## config.mk

```make
export PLATFORM = sky130hd
export DESIGN_NAME = arith_reservation_station_flat
export DESIGN_NICKNAME = d
export VERILOG_FILES = /design/src/rtl/arith_pkg.sv /design/src/rtl/arith_reservation_station_if.sv /design/src/rtl/rs_operand.sv /design/src/rtl/arith_reservation_station.sv /design/src/flat_wrapper.sv
export SDC_FILE = /design/constraint.sdc
export NUM_CORES = 1
export LEC_CHECK = 0
export BUFFER_PORTS_ARGS = -buffer_cell sky130_fd_sc_hd__buf_2
export CAP_MARGIN = 20
export CORE_MARGIN = 2
export CORE_UTILIZATION = 54
export DETAILED_ROUTE_END_ITERATION = 8
export GPL_ROUTABILITY_DRIVEN = 1
export PLACE_DENSITY = 0.77
export SETUP_SLACK_MARGIN = 0.1
export SYNTH_ARGS = -nofsm -noshare
export SYNTH_HDL_FRONTEND = slang
export SYNTH_SLANG_ARGS = --single-unit
```

## constraint.sdc

```tcl
create_clock -name clk -period 4.1 [get_ports clk]
set_input_delay 0.41 -clock clk [delete_from_list [all_inputs] [get_ports clk]]
set_output_delay 0.41 -clock clk [all_outputs]
set_load 0.02 [all_outputs]
```

## src/rtl/arith_pkg.sv

```systemverilog
// Shared widths and types for the arithmetic reservation station.
// The operand struct is the unit of wakeup/capture used by every entry.
package arith_pkg;

  localparam int TAG_W  = 5;
  localparam int ROB_W  = 5;
  localparam int DATA_W = 8;
  localparam int OPC_W  = 4;

  typedef struct packed {
    logic              rdy;
    logic [TAG_W-1:0]  tag;
    logic [DATA_W-1:0] val;
  } operand_t;

  typedef struct packed {
    logic [OPC_W-1:0] opcode;
    logic [ROB_W-1:0] rob;
    logic [TAG_W-1:0] dest;
    logic [TAG_W-1:0] flag;
  } uop_t;

  // A waiting operand whose tag matches a valid broadcast becomes ready with that value.
  function automatic operand_t wake_operand(
    input operand_t          op,
    input logic              bcast_valid,
    input logic [TAG_W-1:0]  bcast_tag,
    input logic [DATA_W-1:0] bcast_val
  );
    operand_t res;
    res = op;
    if (bcast_valid && !op.rdy && (op.tag == bcast_tag)) begin
      res.rdy = 1'b1;
      res.val = bcast_val;
    end
    return res;
  endfunction

endpackage

```

## src/rtl/arith_reservation_station_if.sv

```systemverilog
// Dispatch, result-broadcast and issue signals of the reservation station.
// The station sits on the slave modport; the surrounding core drives the master side.
interface arith_reservation_station_if;
  import arith_pkg::*;

  logic              dispatch_valid;
  logic              dispatch_ready;
  logic [OPC_W-1:0]  d_opcode;
  logic [ROB_W-1:0]  d_ROB_entry;
  logic [TAG_W-1:0]  d_dest_reg;
  logic [TAG_W-1:0]  d_flag_reg;
  logic [TAG_W-1:0]  d_a_tag;
  logic              d_a_rdy;
  logic [DATA_W-1:0] d_a_val;
  logic [TAG_W-1:0]  d_b_tag;
  logic              d_b_rdy;
  logic [DATA_W-1:0] d_b_val;
  logic [TAG_W-1:0]  d_f_tag;
  logic              d_f_rdy;
  logic [DATA_W-1:0] d_f_val;

  logic              cdb_valid;
  logic [TAG_W-1:0]  cdb_dest_reg;
  logic [DATA_W-1:0] cdb_val;
  logic [TAG_W-1:0]  cdb_flag_reg;
  logic [DATA_W-1:0] cdb_flags;

  logic              instr_valid;
  logic [OPC_W-1:0]  opcode;
  logic [ROB_W-1:0]  ROB_entry;
  logic [TAG_W-1:0]  dest_reg;
  logic [TAG_W-1:0]  flag_reg;
  logic [DATA_W-1:0] op_a_val;
  logic [DATA_W-1:0] op_b_val;
  logic [DATA_W-1:0] flags_val;

  modport master (
    output dispatch_valid, d_opcode, d_ROB_entry, d_dest_reg, d_flag_reg,
           d_a_tag, d_a_rdy, d_a_val, d_b_tag, d_b_rdy, d_b_val,
           d_f_tag, d_f_rdy, d_f_val,
           cdb_valid, cdb_dest_reg, cdb_val, cdb_flag_reg, cdb_flags,
    input  dispatch_ready, instr_valid, opcode, ROB_entry, dest_reg, flag_reg,
           op_a_val, op_b_val, flags_val
  );

  modport slave (
    input  dispatch_valid, d_opcode, d_ROB_entry, d_dest_reg, d_flag_reg,
           d_a_tag, d_a_rdy, d_a_val, d_b_tag, d_b_rdy, d_b_val,
           d_f_tag, d_f_rdy, d_f_val,
           cdb_valid, cdb_dest_reg, cdb_val, cdb_flag_reg, cdb_flags,
    output dispatch_ready, instr_valid, opcode, ROB_entry, dest_reg, flag_reg,
           op_a_val, op_b_val, flags_val
  );

endinterface

```

## src/rtl/rs_operand.sv

```systemverilog
// One operand slot of a reservation-station entry: registers whichever source the
// top selects (hold, shifted neighbour or dispatch) after snooping the broadcast.
module rs_operand
  import arith_pkg::*;
(
  input  logic              clk,
  input  operand_t          src_i,
  input  logic              cdb_valid_i,
  input  logic [TAG_W-1:0]  cdb_tag_i,
  input  logic [DATA_W-1:0] cdb_val_i,
  output operand_t          op_o
);

  operand_t op_d;
  operand_t op_q;

  assign op_d = wake_operand(src_i, cdb_valid_i, cdb_tag_i, cdb_val_i);

  // NOTE: non-blocking assignment for state; payload has no reset because it is
  // only ever observed through the entry's valid bit, which is reset.
  always_ff @(posedge clk) begin
    op_q <= op_d;
  end

  assign op_o = op_q;

endmodule

```

## src/rtl/arith_reservation_station.sv

```systemverilog
// Age-ordered, compacting issue queue for the ALU pipeline: oldest-ready select,
// removal with shift-down, and dispatch into the first free slot.
module arith_reservation_station
  import arith_pkg::*;
#(
  parameter int DEPTH = 4
) (
  input  logic                        clk,
  input  logic                        rst,
  input  logic                        flush,
  arith_reservation_station_if.slave  rs_if
);

  localparam int CNT_W = $clog2(DEPTH + 1);
  localparam int IDX_W = $clog2(DEPTH);

  logic [CNT_W-1:0] count_q, count_d, count_after;
  logic [DEPTH-1:0] valid_q, valid_d;
  logic [DEPTH-1:0] ready_vec, shift_vec;
  uop_t             uop_q [DEPTH];
  uop_t             uop_d [DEPTH];
  operand_t         a_q [DEPTH], b_q [DEPTH], f_q [DEPTH];
  operand_t         a_src [DEPTH], b_src [DEPTH], f_src [DEPTH];
  logic [IDX_W-1:0] sel;
  logic             fire;
  logic             accept;
  uop_t             d_uop;
  operand_t         d_a, d_b, d_f;

  assign d_uop = '{opcode: rs_if.d_opcode, rob: rs_if.d_ROB_entry,
                   dest: rs_if.d_dest_reg, flag: rs_if.d_flag_reg};
  assign d_a   = '{rdy: rs_if.d_a_rdy, tag: rs_if.d_a_tag, val: rs_if.d_a_val};
  assign d_b   = '{rdy: rs_if.d_b_rdy, tag: rs_if.d_b_tag, val: rs_if.d_b_val};
  assign d_f   = '{rdy: rs_if.d_f_rdy, tag: rs_if.d_f_tag, val: rs_if.d_f_val};

  always_comb begin
    for (int i = 0; i < DEPTH; i++) begin
      ready_vec[i] = valid_q[i] && a_q[i].rdy && b_q[i].rdy && f_q[i].rdy;
    end
  end

  // Priority select: scanning downward leaves the lowest (oldest) ready index.
  always_comb begin
    sel  = '0;
    fire = 1'b0;
    for (int i = DEPTH - 1; i >= 0; i--) begin
      if (ready_vec[i]) begin
        sel  = IDX_W'(i);
        fire = 1'b1;
      end
    end
  end

  assign rs_if.dispatch_ready = (count_q < CNT_W'(DEPTH));
  assign accept               = rs_if.dispatch_valid && rs_if.dispatch_ready;
  assign count_after          = count_q - CNT_W'(fire);

  always_comb begin
    // NOTE: every variable gets a default first so no path leaves it unassigned (no latch).
    valid_d = valid_q;
    uop_d   = uop_q;
    a_src   = a_q;
    b_src   = b_q;
    f_src   = f_q;
    for (int i = 0; i < DEPTH; i++) begin
      shift_vec[i] = fire && (IDX_W'(i) >= sel);
    end
    for (int i = 0; i < DEPTH - 1; i++) begin
      if (shift_vec[i]) begin
        valid_d[i] = valid_q[i+1];
        uop_d[i]   = uop_q[i+1];
        a_src[i]   = a_q[i+1];
        b_src[i]   = b_q[i+1];
        f_src[i]   = f_q[i+1];
      end
    end
    if (shift_vec[DEPTH-1]) begin
      valid_d[DEPTH-1] = 1'b0;
    end
    for (int i = 0; i < DEPTH; i++) begin
      if (accept && (CNT_W'(i) == count_after)) begin
        valid_d[i] = 1'b1;
        uop_d[i]   = d_uop;
        a_src[i]   = d_a;
        b_src[i]   = d_b;
        f_src[i]   = d_f;
      end
    end
    if (flush) begin
      valid_d = '0;
    end
    count_d = flush ? '0 : (count_after + CNT_W'(accept));
  end

  // Operand cells apply the broadcast to whatever source lands in the slot,
  // which covers held, shifted and freshly dispatched operands alike.
  for (genvar g = 0; g < DEPTH; g++) begin : g_entry
    rs_operand u_a (
      .clk         (clk),
      .src_i       (a_src[g]),
      .cdb_valid_i (rs_if.cdb_valid),
      .cdb_tag_i   (rs_if.cdb_dest_reg),
      .cdb_val_i   (rs_if.cdb_val),
      .op_o        (a_q[g])
    );
    rs_operand u_b (
      .clk         (clk),
      .src_i       (b_src[g]),
      .cdb_valid_i (rs_if.cdb_valid),
      .cdb_tag_i   (rs_if.cdb_dest_reg),
      .cdb_val_i   (rs_if.cdb_val),
      .op_o        (b_q[g])
    );
    rs_operand u_f (
      .clk         (clk),
      .src_i       (f_src[g]),
      .cdb_valid_i (rs_if.cdb_valid),
      .cdb_tag_i   (rs_if.cdb_flag_reg),
      .cdb_val_i   (rs_if.cdb_flags),
      .op_o        (f_q[g])
    );
  end

  always_ff @(posedge clk) begin
    if (rst) begin
      count_q <= '0;
      valid_q <= '0;
    end else begin
      count_q <= count_d;
      valid_q <= valid_d;
    end
  end

  always_ff @(posedge clk) begin
    uop_q <= uop_d;
  end

  always_comb begin
    rs_if.instr_valid = fire;
    rs_if.opcode      = '0;
    rs_if.ROB_entry   = '0;
    rs_if.dest_reg    = '0;
    rs_if.flag_reg    = '0;
    rs_if.op_a_val    = '0;
    rs_if.op_b_val    = '0;
    rs_if.flags_val   = '0;
    if (fire) begin
      rs_if.opcode    = uop_q[sel].opcode;
      rs_if.ROB_entry = uop_q[sel].rob;
      rs_if.dest_reg  = uop_q[sel].dest;
      rs_if.flag_reg  = uop_q[sel].flag;
      rs_if.op_a_val  = a_q[sel].val;
      rs_if.op_b_val  = b_q[sel].val;
      rs_if.flags_val = f_q[sel].val;
    end
  end

endmodule

```

## src/flat_wrapper.sv

```systemverilog
// flat-port wrapper written by rule: the top's interface ports become plain ports
module arith_reservation_station_flat import arith_pkg::*;
#(
  parameter int DEPTH = 4
)
  (clk, rst, flush, rs_if_dispatch_valid, rs_if_d_opcode, rs_if_d_ROB_entry, rs_if_d_dest_reg, rs_if_d_flag_reg, rs_if_d_a_tag, rs_if_d_a_rdy, rs_if_d_a_val, rs_if_d_b_tag, rs_if_d_b_rdy, rs_if_d_b_val, rs_if_d_f_tag, rs_if_d_f_rdy, rs_if_d_f_val, rs_if_cdb_valid, rs_if_cdb_dest_reg, rs_if_cdb_val, rs_if_cdb_flag_reg, rs_if_cdb_flags, rs_if_dispatch_ready, rs_if_instr_valid, rs_if_opcode, rs_if_ROB_entry, rs_if_dest_reg, rs_if_flag_reg, rs_if_op_a_val, rs_if_op_b_val, rs_if_flags_val);
  arith_reservation_station_if rs_if_i ();
  input  logic clk;
  input  logic rst;
  input  logic flush;
  input wire logic [$bits(rs_if_i.dispatch_valid)-1:0] rs_if_dispatch_valid;
  input wire logic [$bits(rs_if_i.d_opcode)-1:0] rs_if_d_opcode;
  input wire logic [$bits(rs_if_i.d_ROB_entry)-1:0] rs_if_d_ROB_entry;
  input wire logic [$bits(rs_if_i.d_dest_reg)-1:0] rs_if_d_dest_reg;
  input wire logic [$bits(rs_if_i.d_flag_reg)-1:0] rs_if_d_flag_reg;
  input wire logic [$bits(rs_if_i.d_a_tag)-1:0] rs_if_d_a_tag;
  input wire logic [$bits(rs_if_i.d_a_rdy)-1:0] rs_if_d_a_rdy;
  input wire logic [$bits(rs_if_i.d_a_val)-1:0] rs_if_d_a_val;
  input wire logic [$bits(rs_if_i.d_b_tag)-1:0] rs_if_d_b_tag;
  input wire logic [$bits(rs_if_i.d_b_rdy)-1:0] rs_if_d_b_rdy;
  input wire logic [$bits(rs_if_i.d_b_val)-1:0] rs_if_d_b_val;
  input wire logic [$bits(rs_if_i.d_f_tag)-1:0] rs_if_d_f_tag;
  input wire logic [$bits(rs_if_i.d_f_rdy)-1:0] rs_if_d_f_rdy;
  input wire logic [$bits(rs_if_i.d_f_val)-1:0] rs_if_d_f_val;
  input wire logic [$bits(rs_if_i.cdb_valid)-1:0] rs_if_cdb_valid;
  input wire logic [$bits(rs_if_i.cdb_dest_reg)-1:0] rs_if_cdb_dest_reg;
  input wire logic [$bits(rs_if_i.cdb_val)-1:0] rs_if_cdb_val;
  input wire logic [$bits(rs_if_i.cdb_flag_reg)-1:0] rs_if_cdb_flag_reg;
  input wire logic [$bits(rs_if_i.cdb_flags)-1:0] rs_if_cdb_flags;
  output wire logic [$bits(rs_if_i.dispatch_ready)-1:0] rs_if_dispatch_ready;
  output wire logic [$bits(rs_if_i.instr_valid)-1:0] rs_if_instr_valid;
  output wire logic [$bits(rs_if_i.opcode)-1:0] rs_if_opcode;
  output wire logic [$bits(rs_if_i.ROB_entry)-1:0] rs_if_ROB_entry;
  output wire logic [$bits(rs_if_i.dest_reg)-1:0] rs_if_dest_reg;
  output wire logic [$bits(rs_if_i.flag_reg)-1:0] rs_if_flag_reg;
  output wire logic [$bits(rs_if_i.op_a_val)-1:0] rs_if_op_a_val;
  output wire logic [$bits(rs_if_i.op_b_val)-1:0] rs_if_op_b_val;
  output wire logic [$bits(rs_if_i.flags_val)-1:0] rs_if_flags_val;
  assign rs_if_i.dispatch_valid = rs_if_dispatch_valid;
  assign rs_if_i.d_opcode = rs_if_d_opcode;
  assign rs_if_i.d_ROB_entry = rs_if_d_ROB_entry;
  assign rs_if_i.d_dest_reg = rs_if_d_dest_reg;
  assign rs_if_i.d_flag_reg = rs_if_d_flag_reg;
  assign rs_if_i.d_a_tag = rs_if_d_a_tag;
  assign rs_if_i.d_a_rdy = rs_if_d_a_rdy;
  assign rs_if_i.d_a_val = rs_if_d_a_val;
  assign rs_if_i.d_b_tag = rs_if_d_b_tag;
  assign rs_if_i.d_b_rdy = rs_if_d_b_rdy;
  assign rs_if_i.d_b_val = rs_if_d_b_val;
  assign rs_if_i.d_f_tag = rs_if_d_f_tag;
  assign rs_if_i.d_f_rdy = rs_if_d_f_rdy;
  assign rs_if_i.d_f_val = rs_if_d_f_val;
  assign rs_if_i.cdb_valid = rs_if_cdb_valid;
  assign rs_if_i.cdb_dest_reg = rs_if_cdb_dest_reg;
  assign rs_if_i.cdb_val = rs_if_cdb_val;
  assign rs_if_i.cdb_flag_reg = rs_if_cdb_flag_reg;
  assign rs_if_i.cdb_flags = rs_if_cdb_flags;
  assign rs_if_dispatch_ready = rs_if_i.dispatch_ready;
  assign rs_if_instr_valid = rs_if_i.instr_valid;
  assign rs_if_opcode = rs_if_i.opcode;
  assign rs_if_ROB_entry = rs_if_i.ROB_entry;
  assign rs_if_dest_reg = rs_if_i.dest_reg;
  assign rs_if_flag_reg = rs_if_i.flag_reg;
  assign rs_if_op_a_val = rs_if_i.op_a_val;
  assign rs_if_op_b_val = rs_if_i.op_b_val;
  assign rs_if_flags_val = rs_if_i.flags_val;
  arith_reservation_station #(.DEPTH(DEPTH)) u_core (.clk(clk), .rst(rst), .flush(flush), .rs_if(rs_if_i));
endmodule
```

==> out/summary.md, run 1 <==
In this run the critical register-to-register path is captured at u_core.g_entry[1].u_a.op_o[6]. The tools report the accumulated negative setup slack as 0 ps. Counting both buffers and inverters, the worst setup path holds a total of 2. The detailed router finished its first iteration with 1389 violations. The count of buffers added on input and output ports is 136. The tools report the fraction of the yosys area taken by sequential cells as 0.492. Clock transition at the registers of the reported paths: 60 ps.

For the depth of the CTS H-tree, the log shows 1. Leaving out fill and tap cells, the most frequent cells in the layout are 266 x nand2_1, 172 x edfxtp_1, 136 x buf_2. At the worst endpoint, the required time is 4320 ps.

The most used flip-flop cell after synthesis is edfxtp_1. The critical path class was register to register. The tools report the sink of the worst hold path as u_core.uop_q[10].

In this run the count of I/O pins placed on the die edge is 137. After routing the design area is 0.0159 mm². The logs give 0.0137 mm² for the post-synthesis instance area and 0.0148 mm² for the instance area at placement.

The post-route antenna net violation count was 0. Largest fanout on the critical path: 17. The final count of negative-setup-slack endpoints was 0. Leaving out fill and tap cells, the most frequent cell in the layout is nand2_1.

The area of the core was 0.0250 mm². Setup repair after global routing could not meet its margin everywhere. The number of global-route vias before repair came out at 10948. Total DRC errors in the routed layout: 0. TritonCTS built the clock tree.

The global routing stage identified its most utilized layer as met2. The run gives 0.0683 as the global-route track usage on met3. For this design the static power due to leakage is 6.99 nW. In the synthesized netlist, the number of instances is 1296.

Timing analysis after detailed placement gives a worst setup slack of 83.8 ps. The worst setup path is launched from a register. The final-report hold violation count came out at 0. The starting density of the core is 0.548.

The tree is rooted in a clkbuf_16. Across all register-to-register paths, the minimum setup slack is 310 ps. The logs give 0.299 for the overall fraction of global-route tracks in use and 0.264 GHz for the highest clock frequency the design can meet.

The max-cap violation count is 0. Counting buffers and inverters, the worst setup path is 14 cells deep. The power per unit of standard cell area is 466 mW/mm², and the CTS buffer count is 27. The count of flip-flops with a built-in enable after synthesis was 172; the routed via count divided by cell count was 6.29. The peak supply drop was 0.291 mV. Yosys printed 0 warnings. At the pin with the least slew margin, the transition time is 764 ps. Grouping stages by cell kind, the critical path spends the most delay in simple AND/OR/NAND/NOR gates.

The met1 demand-to-capacity share in global routing is 0.399, and the number of buffers on the longest clock path is 3. Entering global routing, the biggest net connects 47 pins. Once detailed placement completed, the half-perimeter wirelength came to 26.2 mm.

The post-synth net total was 1390. The run gives 7 as the number of iterations in the first detailed-routing pass. The number of pins with negative max-slew slack in the final report is 0. The number of antenna violations at the first check in global routing was 4; the number of distinct standard cells referenced by the synthesized netlist was 64.

The cell total after placement came out at 1715. The finished layout holds 1770 standard cells, fillers aside. Clock skew on the completed layout was measured at 8.77 ps. The post-route minimum period is 3790 ps.

The path type of the worst min-delay path was input port to register. The share of flip-flops with an asynchronous set or reset was 0. The initialized floorplan defines 58 standard-cell rows. For this block, the routed nets add up to 40.1 mm of wire.

The share of final-layout standard cells stronger than drive strength 1 was 0.232. For this run the aggregate overflow at the end of global routing stands at 0. The worst setup path is captured at a register.

The delay of the slowest critical-path stage came out at 430 ps. The setup slack of the critical path after layout is 315 ps. The flow ran to the end, and the final reports show no timing, DRC or antenna violations. The hold-critical path depth works out to 1.

The congestion estimate from routability-driven global placement came to 0.919. The vertical die dimension is 163 µm, and the arrival time of the worst setup path is 4010 ps. Traced cell by cell, the critical path runs through nand4_1 -> nand3_2 -> nor2_1 -> inv_1 -> ha_1 -> ha_1 -> nand4bb_1 -> or2_4 -> a31oi_2 -> xnor2_1 -> a2111oi_0 -> nand4_1 -> buf_4 -> nand2_2. Summing internal, switching and leakage power gives 7.38 mW.

The first global-routing pass estimated 61.5 mm of wire. The flop and latch count out of synthesis is 251, and the average cell area after synthesis is 10.6 µm². Post-route fraction of the period consumed by the critical path: 0.923. Compared with the post-synthesis result, the final layout area differs by 15.6%. The tools report the sink count of the clock tree as 251. The die outline width came out at 163 µm. The clock latency on the worst-skew pair was 540 ps. For this design, the slowest cell found on the critical path is ha_1. The number of nets in the layout was 1512; the average routed wire per standard cell was 22.6 µm. The routed layout has 11130 vias. Beginning of the worst register-to-register path: u_core.g_entry[0].u_f.op_o[13].

The met2 track demand over resource was 0.484. The worst hold path begins at rs_if_d_ROB_entry[0]. The logs give 0.489 for the worst relative slew slack and 0.0267 mm² for the die area. The path depth of the worst reg2reg path is 14, and the number of buffers added to fix hold violations after cts is 0.
-- power by group --
part           total [mW]  internal (mW)  switching [mW]
logic                1.49          0.644           0.850
registers            3.38           3.14           0.238
clock network        2.51           1.48            1.03
total                7.38           5.27            2.12
-- synth_stat cells (4+ instances only) --
| library cell | number | share of area |
|---|---|---|
| or2_2 | 5 | 0.0023 |
| o22ai_1 | 5 | 0.0023 |
| nor4_1 | 8 | 0.0037 |
| and3_1 | 54 | 0.025 |
| o21ai_0 | 13 | 0.0047 |
| xor2_1 | 11 | 0.0070 |
| nor3_1 | 6 | 0.0022 |
| nand4_1 | 11 | 0.0050 |
| nor3b_1 | 4 | 0.0022 |
| nand4b_1 | 4 | 0.0026 |
| edfxtp_1 | 172 | 0.38 |
| a222oi_1 | 6 | 0.0044 |
| and2_1 | 44 | 0.020 |
| buf_6 | 5 | 0.0041 |
| and4_1 | 4 | 0.0026 |
| nand2b_1 | 9 | 0.0041 |
| clkbuf_1 | 56 | 0.015 |
| buf_4 | 4 | 0.0022 |
| a21oi_1 | 71 | 0.026 |
| inv_1 | 40 | 0.011 |
| nand3_1 | 16 | 0.0058 |
| nand2_1 | 272 | 0.074 |
| buf_2 | 26 | 0.0095 |
| mux2i_1 | 123 | 0.090 |
| a22oi_1 | 25 | 0.014 |
| o211ai_1 | 4 | 0.0022 |
| nor2_1 | 44 | 0.012 |
| xnor2_1 | 41 | 0.026 |
| mux4_2 | 43 | 0.071 |
| mux2_2 | 22 | 0.018 |
| dfxtp_1 | 79 | 0.12 |
| a31oi_1 | 24 | 0.011 |
-- per-stage QoR --
step	utilization	hold WS, ps
finish	0.633	91.1
global route	0.633	84.9
CTS	0.627	78.8
detailed placement	0.591	493
global placement	0.591	487
floorplan	-	467
-- state kept, by name, summed over array words and instances (netlist names) --
signal                   flops
u_core.count_q               3
u_core.g_entry.u_a.op_o     56
u_core.g_entry.u_b.op_o     56
u_core.g_entry.u_f.op_o     56
u_core.uop_q                76
u_core.valid_q               4
-- cells by family (layout without fill, tap and decap cells) --
family | count (synthesis) | in the layout | share of synthesized area
AOI/OAI and AO/OA | 170 | 170 | 0.0788
xor gates and xnor gates | 52 | 52 | 0.0332
adders and majority gates | 2 | 2 | 0.00182
buffers and inverters | 138 | 280 | 0.0441
DFF | 251 | 251 | 0.492
muxes | 189 | 189 | 0.180
other | 0 | 2 | 0
and+or+nand+nor | 494 | 494 | 0.170
-- worst max path at each step --
stage	to	start
final	u_core.g_entry[1].u_a.op_o[6]	u_core.g_entry[0].u_f.op_o[13]
after global routing	u_core.g_entry[0].u_f.op_o[0]	u_core.g_entry[0].u_b.op_o[13]
after CTS	u_core.g_entry[3].u_b.op_o[4]	u_core.g_entry[0].u_b.op_o[13]
after detailed placement	u_core.g_entry[3].u_b.op_o[4]	u_core.g_entry[0].u_b.op_o[13]
after global placement	u_core.g_entry[2].u_a.op_o[2]	u_core.g_entry[0].u_b.op_o[13]
after floorplan	u_core.g_entry[3].u_a.op_o[0]	u_core.valid_q[1]
-- metal layers --
layer	up-vias	part of all wire
li1	4928	-
met1	5409	0.39
met2	690	0.48
met3	99	0.10
met4	4	0.027
met5	-	0.00060
-- layout make-up --
| class | instances | area, µm² |
|---|---|---|
| diodes | 2 | 5.00 |
| clock buffers | 33 | 749 |
| clock inverters | 16 | 159 |
| inverters | 44 | 173 |
| repair buffers | 187 | 1100 |
| multi-input cells | 907 | 6500 |
| flip-flops and latches | 251 | 6750 |
| fillers | 2019 | 9190 |
| well taps | 330 | 413 |
-- timing repair --
item                                    in CTS  in global routing
buffers inserted                             0                  4
gates resized for setup                      1                 19
endpoints found under the setup margin       8                132
pin swaps                                    0                  6
Note: power is estimated with default switching activity, not from simulation.
==> inputs of run 2 (changes only) <==
--- a/config.mk
+++ b/config.mk
@@ -5,13 +5,13 @@
 export SDC_FILE = /design/constraint.sdc
 export NUM_CORES = 1
 export LEC_CHECK = 0
-export BUFFER_PORTS_ARGS = -buffer_cell sky130_fd_sc_hd__buf_2
 export CAP_MARGIN = 20
 export CORE_MARGIN = 2
-export CORE_UTILIZATION = 54
+export CORE_UTILIZATION = 50
 export DETAILED_ROUTE_END_ITERATION = 8
+export DONT_BUFFER_PORTS = 1
 export GPL_ROUTABILITY_DRIVEN = 1
-export PLACE_DENSITY = 0.77
+export PLACE_DENSITY = 0.68
 export SETUP_SLACK_MARGIN = 0.1
 export SYNTH_ARGS = -nofsm -noshare
 export SYNTH_HDL_FRONTEND = slang
==> run 2 against run 1 <==
Net effect:
- first-iteration DRC count down 14%
- total power down 1.1%
- worst setup slack better by 4.6 ps
- register-to-register slack about the same
- combinational power down 6%
- sequential power about the same
- critical endpoint is now u_core.g_entry[2].u_a.op_o[7]
==> out/summary.md, run 2 (synthesis results as in run 1) <==
The run finished with clean final reports. The number of diodes added for antenna fixing came out at 0 (-2). The delay of the slowest critical-path stage was 400 ps (-30 ps).

The logs give 1190 (-14%) for the starting DRC count in detailed routing and 6 (-1) for the number of iterations in the first detailed-routing pass. The tools report the number of buffers inserted by post-CTS setup repair as 0 (unchanged). The final cell utilization of the core came out at 0.572 (-0.0609). Most common cell after layout, fill and taps aside: nand2_1. Actual transition at the worst max-transition pin: 705 ps (-58.7 ps). The depth of the CTS H-tree is 1 (unchanged), and the total of fill cells in the finished design is 2257 (+12%).

The beginning of the worst register-to-register path was u_core.g_entry[2].u_a.op_o[13]. The critical path goes through nand4_1 -> nand3_2 -> nor2_1 -> inv_1 -> ha_1 -> ha_1 -> nor3b_4 -> nand3b_1 -> buf_4 -> nand3_1 -> o211ai_1 -> a221o_1 -> a2111oi_2 -> buf_12 -> nand2b_2. The cell total after placement is 1593 (-7.1%), and the overall fraction of global-route tracks in use is 0.282 (-0.0172).

The post-route minimum period is 3780 ps (-4.57 ps). Capturing point of the worst reg2reg path: u_core.g_entry[2].u_a.op_o[7]. The instance area at placement was 0.0142 mm² (-4.1%). The sequential standard cell area was 0.00675 mm² (unchanged). The register with the most flip-flops in the final layout is u_core.uop_q. The power per unit of standard cell area is 474 mW/mm² (+1.7%). The vertical die dimension was 170 µm (+3.8%); the max-cap violation count was 0 (unchanged). The total DRC errors in the routed layout was 0 (unchanged); the area of the core was 0.0270 mm² (+7.6%). The area overhead of the layout relative to synthesis was 12.5%. The tools report the global-route congestion overflow total as 0 (unchanged). For the multi-input logic area, the log shows 0.00646 mm² (-0.63%). The worst hold slack was 14.1 ps (-77.0 ps); the number of global-route vias before repair was 10682 (-2.4%). The tools report the starting density of the core as 0.509 (-0.0389). The hold-critical path depth was 2 (+1); the wire length reported by the detailed router was 40.7 mm (+1.6%). The number of nets in the layout was 1404 (-7.1%).

The worst setup path is launched from a register. The final count of negative-setup-slack endpoints came out at 0 (unchanged). The setup slack of the most critical reg-to-reg path came out at 320 ps (about the same).

The largest net degree at the start of global routing was 45 (-4.3%); the post-route clock skew was 13.6 ps (+4.84 ps). The top cell types in the final layout, fill and taps aside, are 266 x nand2_1, 172 x edfxtp_1, 123 x mux2i_1. The run gives 4330 ps (about the same) as the required time reported for the critical path endpoint. The logs give 62.4 mm (+1.4%) for the global-route wire length before repair and 6.50 nW (-7.0%) for the standby leakage power. The detailed-placement wirelength estimate is 26.2 mm (about the same), and the switching power share of the total is 0.284 (-0.00263).

The via count was 10567 (-5.1%). The worst relative slew slack is 0.528 (+0.0392), and the average routed wire per standard cell is 24.3 µm (+7.5%). The post-route fraction of the period consumed by the critical path works out to 0.922 (-0.00111). For the final design instance area without fill, the log shows 0.0154 mm² (-2.7%). The largest fanout on the critical path is 18 (+1). Setup repair after global routing left no endpoint under its margin. The number of buffers on the longest clock path was 3 (unchanged); the clock latency on the worst-skew pair was 560 ps (+20 ps).

The die outline width is 170 µm (+3.8%). For hold timing, the worst endpoint is u_core.g_entry[1].u_b.op_o[9]. Fraction of power consumed by sequential logic: 0.462 (+0.005). The number of pins with negative max-slew slack in the final report came out at 0 (unchanged).

In this run the most critical hold path is launched from rs_if_d_b_tag[1]. The worst setup path is captured at a register. The logs give 0.892 (-2.9%) for the weighted congestion at the end of routability-driven global placement and 0 ps (unchanged) for the accumulated negative setup slack. The most repeated library cell on the critical path was ha_1. The count of standard-cell rows is 60 (+3.4%), and the internal portion of total power is 5.23 mW (-0.71%).

TritonCTS built the clock tree. The run gives 0 (-4) as the number of antenna violations at the first check in global routing. The run gives 1673 (-5.5%) as the number of cells in the finished layout apart from fillers.

Post-route antenna net violation count: 0 (unchanged). The flip-flop count of the largest register, all copies and words added was 76 (unchanged). Share of final-layout standard cells stronger than drive strength 1: 0.149 (-0.0829). The critical path is of the register to register type. The routed via count divided by cell count came out at 6.32 (+0.45%).

The path type of the worst min-delay path is input port to register. The tools report the I/O pin count as 137 (unchanged). The run gives 4010 ps (about the same) as the arrival time of the worst setup path. The kind of cell with the highest combined delay along the critical path is simple AND/OR/NAND/NOR gates. Path depth of the worst reg2reg path: 15 (+1). The part of the total power dissipated in combinational logic came out at 0.191 (-0.011). The tools report the peak supply drop as 0.324 mV (+12%). The clock transition at the registers of the reported paths is 70 ps (about the same), and the net load switching power is 2.07 mW (-2.0%). The tools report the clock network fraction of total power as 0.347 (+0.007). The CTS buffer count was 28 (+3.7%); the sink count of the clock tree was 251 (unchanged). The die area is 0.0288 mm² (+7.8%). The count of port buffers added during placement works out to 0 (-100%). The master of the slowest instance on the critical path was a2111oi_2.

The final-report hold violation count came out at 0 (unchanged). The critical path buffer and inverter count was 3 (+1). The tree is rooted in a clkbuf_16. Highest clock frequency the design can meet: 0.264 GHz (+0.12%).
## run 2: routing by layer
metal,vias up,part of all wire,wire (µm),global-route usage
li1,4716,-,-,-
met1,5106,0.40,16400,0.374
met2,633,0.46,18700,0.458
met3,112,0.099,4040,0.0613
met4,0,0.040,1620,0.100
met5,-,0,0,0
## run 2: worst max-delay path by stage
stage                                               from  slack, ps  depth (start not counted)                       endpoint
after global routing      u_core.g_entry[0].u_b.op_o[13]         90                         15  u_core.g_entry[2].u_a.op_o[5]
after floorplan                        u_core.valid_q[1]        110                         18  u_core.g_entry[3].u_a.op_o[0]
final                     u_core.g_entry[2].u_a.op_o[13]        320                         15  u_core.g_entry[2].u_a.op_o[7]
after detailed placement  u_core.g_entry[0].u_b.op_o[13]        300                         15  u_core.g_entry[3].u_b.op_o[2]
after CTS                 u_core.g_entry[2].u_a.op_o[13]        270                         15  u_core.g_entry[3].u_b.op_o[0]
after global placement    u_core.g_entry[0].u_b.op_o[13]        340                         15  u_core.g_entry[1].u_a.op_o[4]
## run 2: final cells by class
cell class	count	area share
clock buffer	38	0.0513
sequential	251	0.437
inverter	44	0.0110
timing repair buffer	78	0.0448
clock inverter	14	0.00876
tap	341	0.0277
multi-input combinational	907	0.419
## run 2: through the flow
| step | setup WS [ps] | power, mW |
|---|---|---|
| finish | 319 | 7.30 |
| global route | 87.2 | 7.57 |
| CTS | 265 | 7.30 |
| detailed placement | 298 | 4.75 |
| global placement | 345 | 4.73 |
| floorplan | 114 | 4.36 |
## run 2: timing repair
action | in CTS | in global routing
hold endpoints to repair | 29 | 0
endpoints found under the setup margin | 0 | 78
hold buffers | 27 | 0
resized for setup | 0 | 6
## run 2: power by group through the flow
stage	registers (mW)	logic [mW]	clock network, mW
floorplan	3.33	1.03	0
global placement	3.40	1.33	0
detailed placement	3.41	1.34	0
CTS	3.36	1.38	2.56
global route	3.41	1.52	2.64
finish	3.37	1.40	2.54
==> inputs of run 3 (changes only) <==
--- a/config.mk
+++ b/config.mk
@@ -7,11 +7,10 @@
 export LEC_CHECK = 0
 export CAP_MARGIN = 20
 export CORE_MARGIN = 2
-export CORE_UTILIZATION = 50
+export CORE_UTILIZATION = 25
 export DETAILED_ROUTE_END_ITERATION = 8
 export DONT_BUFFER_PORTS = 1
 export GPL_ROUTABILITY_DRIVEN = 1
-export PLACE_DENSITY = 0.68
 export SETUP_SLACK_MARGIN = 0.1
 export SYNTH_ARGS = -nofsm -noshare
 export SYNTH_HDL_FRONTEND = slang
==> run 3 against run 2 <==
Net effect:
- maximum frequency down 0.96%
- non-clock buffer count up 14
- cell area up 4.3%
- cell count up 22%
- sequential share of layout area down 1.8 points
- critical endpoint is now u_core.g_entry[1].u_a.op_o[6]
- highest routed layer is now met5
==> out/summary.md, run 3 (synthesis results as in run 1) <==
The tools report the number of pins with negative max-slew slack in the final report as 0 (unchanged). The via count is 10762 (+1.8%), and the max-cap violation count is 0 (unchanged). The I/O pin count was 137 (unchanged).

The run gives 1 (unchanged) as the depth of the CTS H-tree. The count of port buffers added during placement came out at 0 (unchanged). The number of buffers on the longest clock path is 3 (unchanged). The flip-flop count of the largest register, all copies and words added is 76 (unchanged). The master of the slowest instance on the critical path is ha_2. Die area: 0.0567 mm² (+97%).

Die outline width: 238 µm (+40%). The largest net degree at the start of global routing is 59 (+31%). TritonCTS built the clock tree.

The largest fanout on the critical path came out at 21 (+3). CTS buffer count: 28 (unchanged). The clock root buffer master is clkbuf_16. The logs give 0 (unchanged) for the post-route antenna net violation count and 0.254 (-0.255) for the starting density of the core. Compared with the post-synthesis result, the final layout area differs by 17.3%. For the detailed-placement wirelength estimate, the log shows 30.9 mm (+18%). The starting DRC count in detailed routing came out at 1118 (-6.1%). The routed via count divided by cell count came out at 5.27 (-17%). For the area of the core, the log shows 0.0540 mm² (+100%).

The sink count of the clock tree is 251 (unchanged). The total DRC errors in the routed layout is 0 (unchanged). Most common cell after layout, fill and taps aside: nand2_1. The weighted congestion at the end of routability-driven global placement is 0.857 (-3.9%). The post-route minimum period was 3820 ps (+36.5 ps); the worst relative slew slack was 0.443 (-0.0853). Global-route congestion overflow total: 0 (unchanged). The run gives 22.5 ps (+8.90 ps) as the post-route clock skew. The power per unit of standard cell area was 469 mW/mm² (-0.93%); the arrival time of the worst setup path was 4070 ps (+60 ps). The share of final-layout standard cells stronger than drive strength 1 works out to 0.155 (+0.00513). The number of antenna violations at the first check in global routing came out at 2 (+2). Setup repair after global routing left no endpoint under its margin. The count of standard-cell rows is 85 (+42%). The path depth of the worst reg2reg path was 15 (unchanged); the peak supply drop was 0.293 mV (-9.4%).

The number of nets in the layout was 1418 (+1.0%); the number of diodes added for antenna fixing was 0 (unchanged). The wire length reported by the detailed router is 47.0 mm (+15%), and the actual transition at the worst max-transition pin is 833 ps (+127 ps). The accumulated negative setup slack is 0 ps (unchanged), and the hold-critical path depth is 1 (-1).

The post-route fraction of the period consumed by the critical path was 0.931 (+0.00890); the overall fraction of global-route tracks in use was 0.161 (-0.120). The tools report the highest clock frequency the design can meet as 0.262 GHz (-0.96%). The most repeated library cell on the critical path is nand4_1. The average routed wire per standard cell was 23.0 µm (-5.5%). The worst setup path is launched from a register. The final count of negative-setup-slack endpoints is 0 (unchanged).

The tools report the standby leakage power as 6.57 nW (+0.99%). The final-report hold violation count is 0 (unchanged), and the clock latency on the worst-skew pair is 570 ps (about the same). The clock transition at the registers of the reported paths was 60 ps (about the same). Register with the most flip-flops: u_core.uop_q. The vertical die dimension was 238 µm (+40%). The worst setup path is captured at a register. The run gives 69.6 mm (+12%) as the global-route wire length before repair. The signal on the critical path passes through nand4_1 -> nand3_2 -> nor2_1 -> clkinv_1 -> ha_1 -> ha_2 -> nand4bb_1 -> or2_2 -> buf_12 -> a31oi_2 -> xnor2_1 -> a2111oi_2 -> nand4_1 -> buf_4 -> nand2_4. The run finished with clean final reports. In the layout the commonest cells are 267 x nand2_1, 172 x edfxtp_1, 123 x mux2i_1. The worst hold slack came out at 19.6 ps (+5.49 ps).

In this run the worst hold path is classified as input port to register. The logs give 4350 ps (+20 ps) for the required time reported for the critical path endpoint and 5 (-1) for the number of iterations in the first detailed-routing pass. The delay of the slowest critical-path stage was 400 ps (about the same); the number of global-route vias before repair was 10753 (+0.66%). By startpoint and endpoint, the worst setup path is classified as register to register.
## run 3: changes by cell type in the layout (fill, tap and decap cells not counted), sizes merged
cell         previous run  this run
dlygate4sd3            27        33
buf                    51        59
bufinv                  2         5
clkinv                 15        14
clkbuf                 38        30
clkinvlp                0         6
## run 3: layout make-up
class | instances | area, µm²
flip-flops and latches | 251 | 6750
fillers | 5536 | 37900
multi-input cells | 907 | 6490
inverters | 44 | 169
repair buffers | 92 | 823
well taps | 696 | 871
clock inverters | 22 | 250
clock buffers | 30 | 729
## run 3: what timing repair did
action                                  in CTS  in global routing
hold buffers                                33                  0
endpoints found under the setup margin       0                100
buffers inserted                             0                  0
endpoints found under the hold margin       43                  0
gates resized for setup                      0                 11
## run 3: through the flow
step           total power [mW]  instances  setup WS [ps]  instance area [µm²]  utilization
6_report                   7.55       2042            283                16100        0.298
5_1_grt                    7.85       2042            109                16100        0.298
4_1_cts                    7.55       2041            111                16000        0.296
3_5_place_dp               4.79       1956            130                14700        0.272
3_3_place_gp               4.76       1956            169                14700        0.272
2_1_floorplan              4.36       1296            114                13700            -
## run 3: path summary, 6_finish.rpt
kind                                        from                             end  slack (ps)
hold / removal                  rs_if_d_b_tag[0]   u_core.g_entry[3].u_b.op_o[8]          20
hold reg to reg   u_core.g_entry[0].u_f.op_o[12]  u_core.g_entry[0].u_f.op_o[12]         510
setup reg to reg               u_core.valid_q[0]   u_core.g_entry[1].u_a.op_o[6]         280
setup / recovery               u_core.valid_q[0]   u_core.g_entry[1].u_a.op_o[6]         280
## run 3: critical path, delay by kind of cell, from the launching register on
kind	cells	cell delay [ps]
fa+ha+maj	2	610
simple gates	7	1320
compound gates	2	530
buf+inv	3	570
flops	1	360
xor+xnor	1	110
## run 3: power breakdown
part | internal [mW] | switching, mW | leakage, nW
sequential | 3.14 | 0.224 | 2.29
clock | 1.60 | 1.11 | 0.463
combinational | 0.639 | 0.826 | 3.81
total | 5.38 | 2.17 | 6.57
## run 3: layer usage
metal | share of wire | up-vias | GRT usage
met5 | 0.00028 | - | 0
met4 | 0.032 | 2 | 0.0532
met3 | 0.092 | 97 | 0.0345
met2 | 0.47 | 591 | 0.265
met1 | 0.41 | 5325 | 0.211
li1 | - | 4747 | -
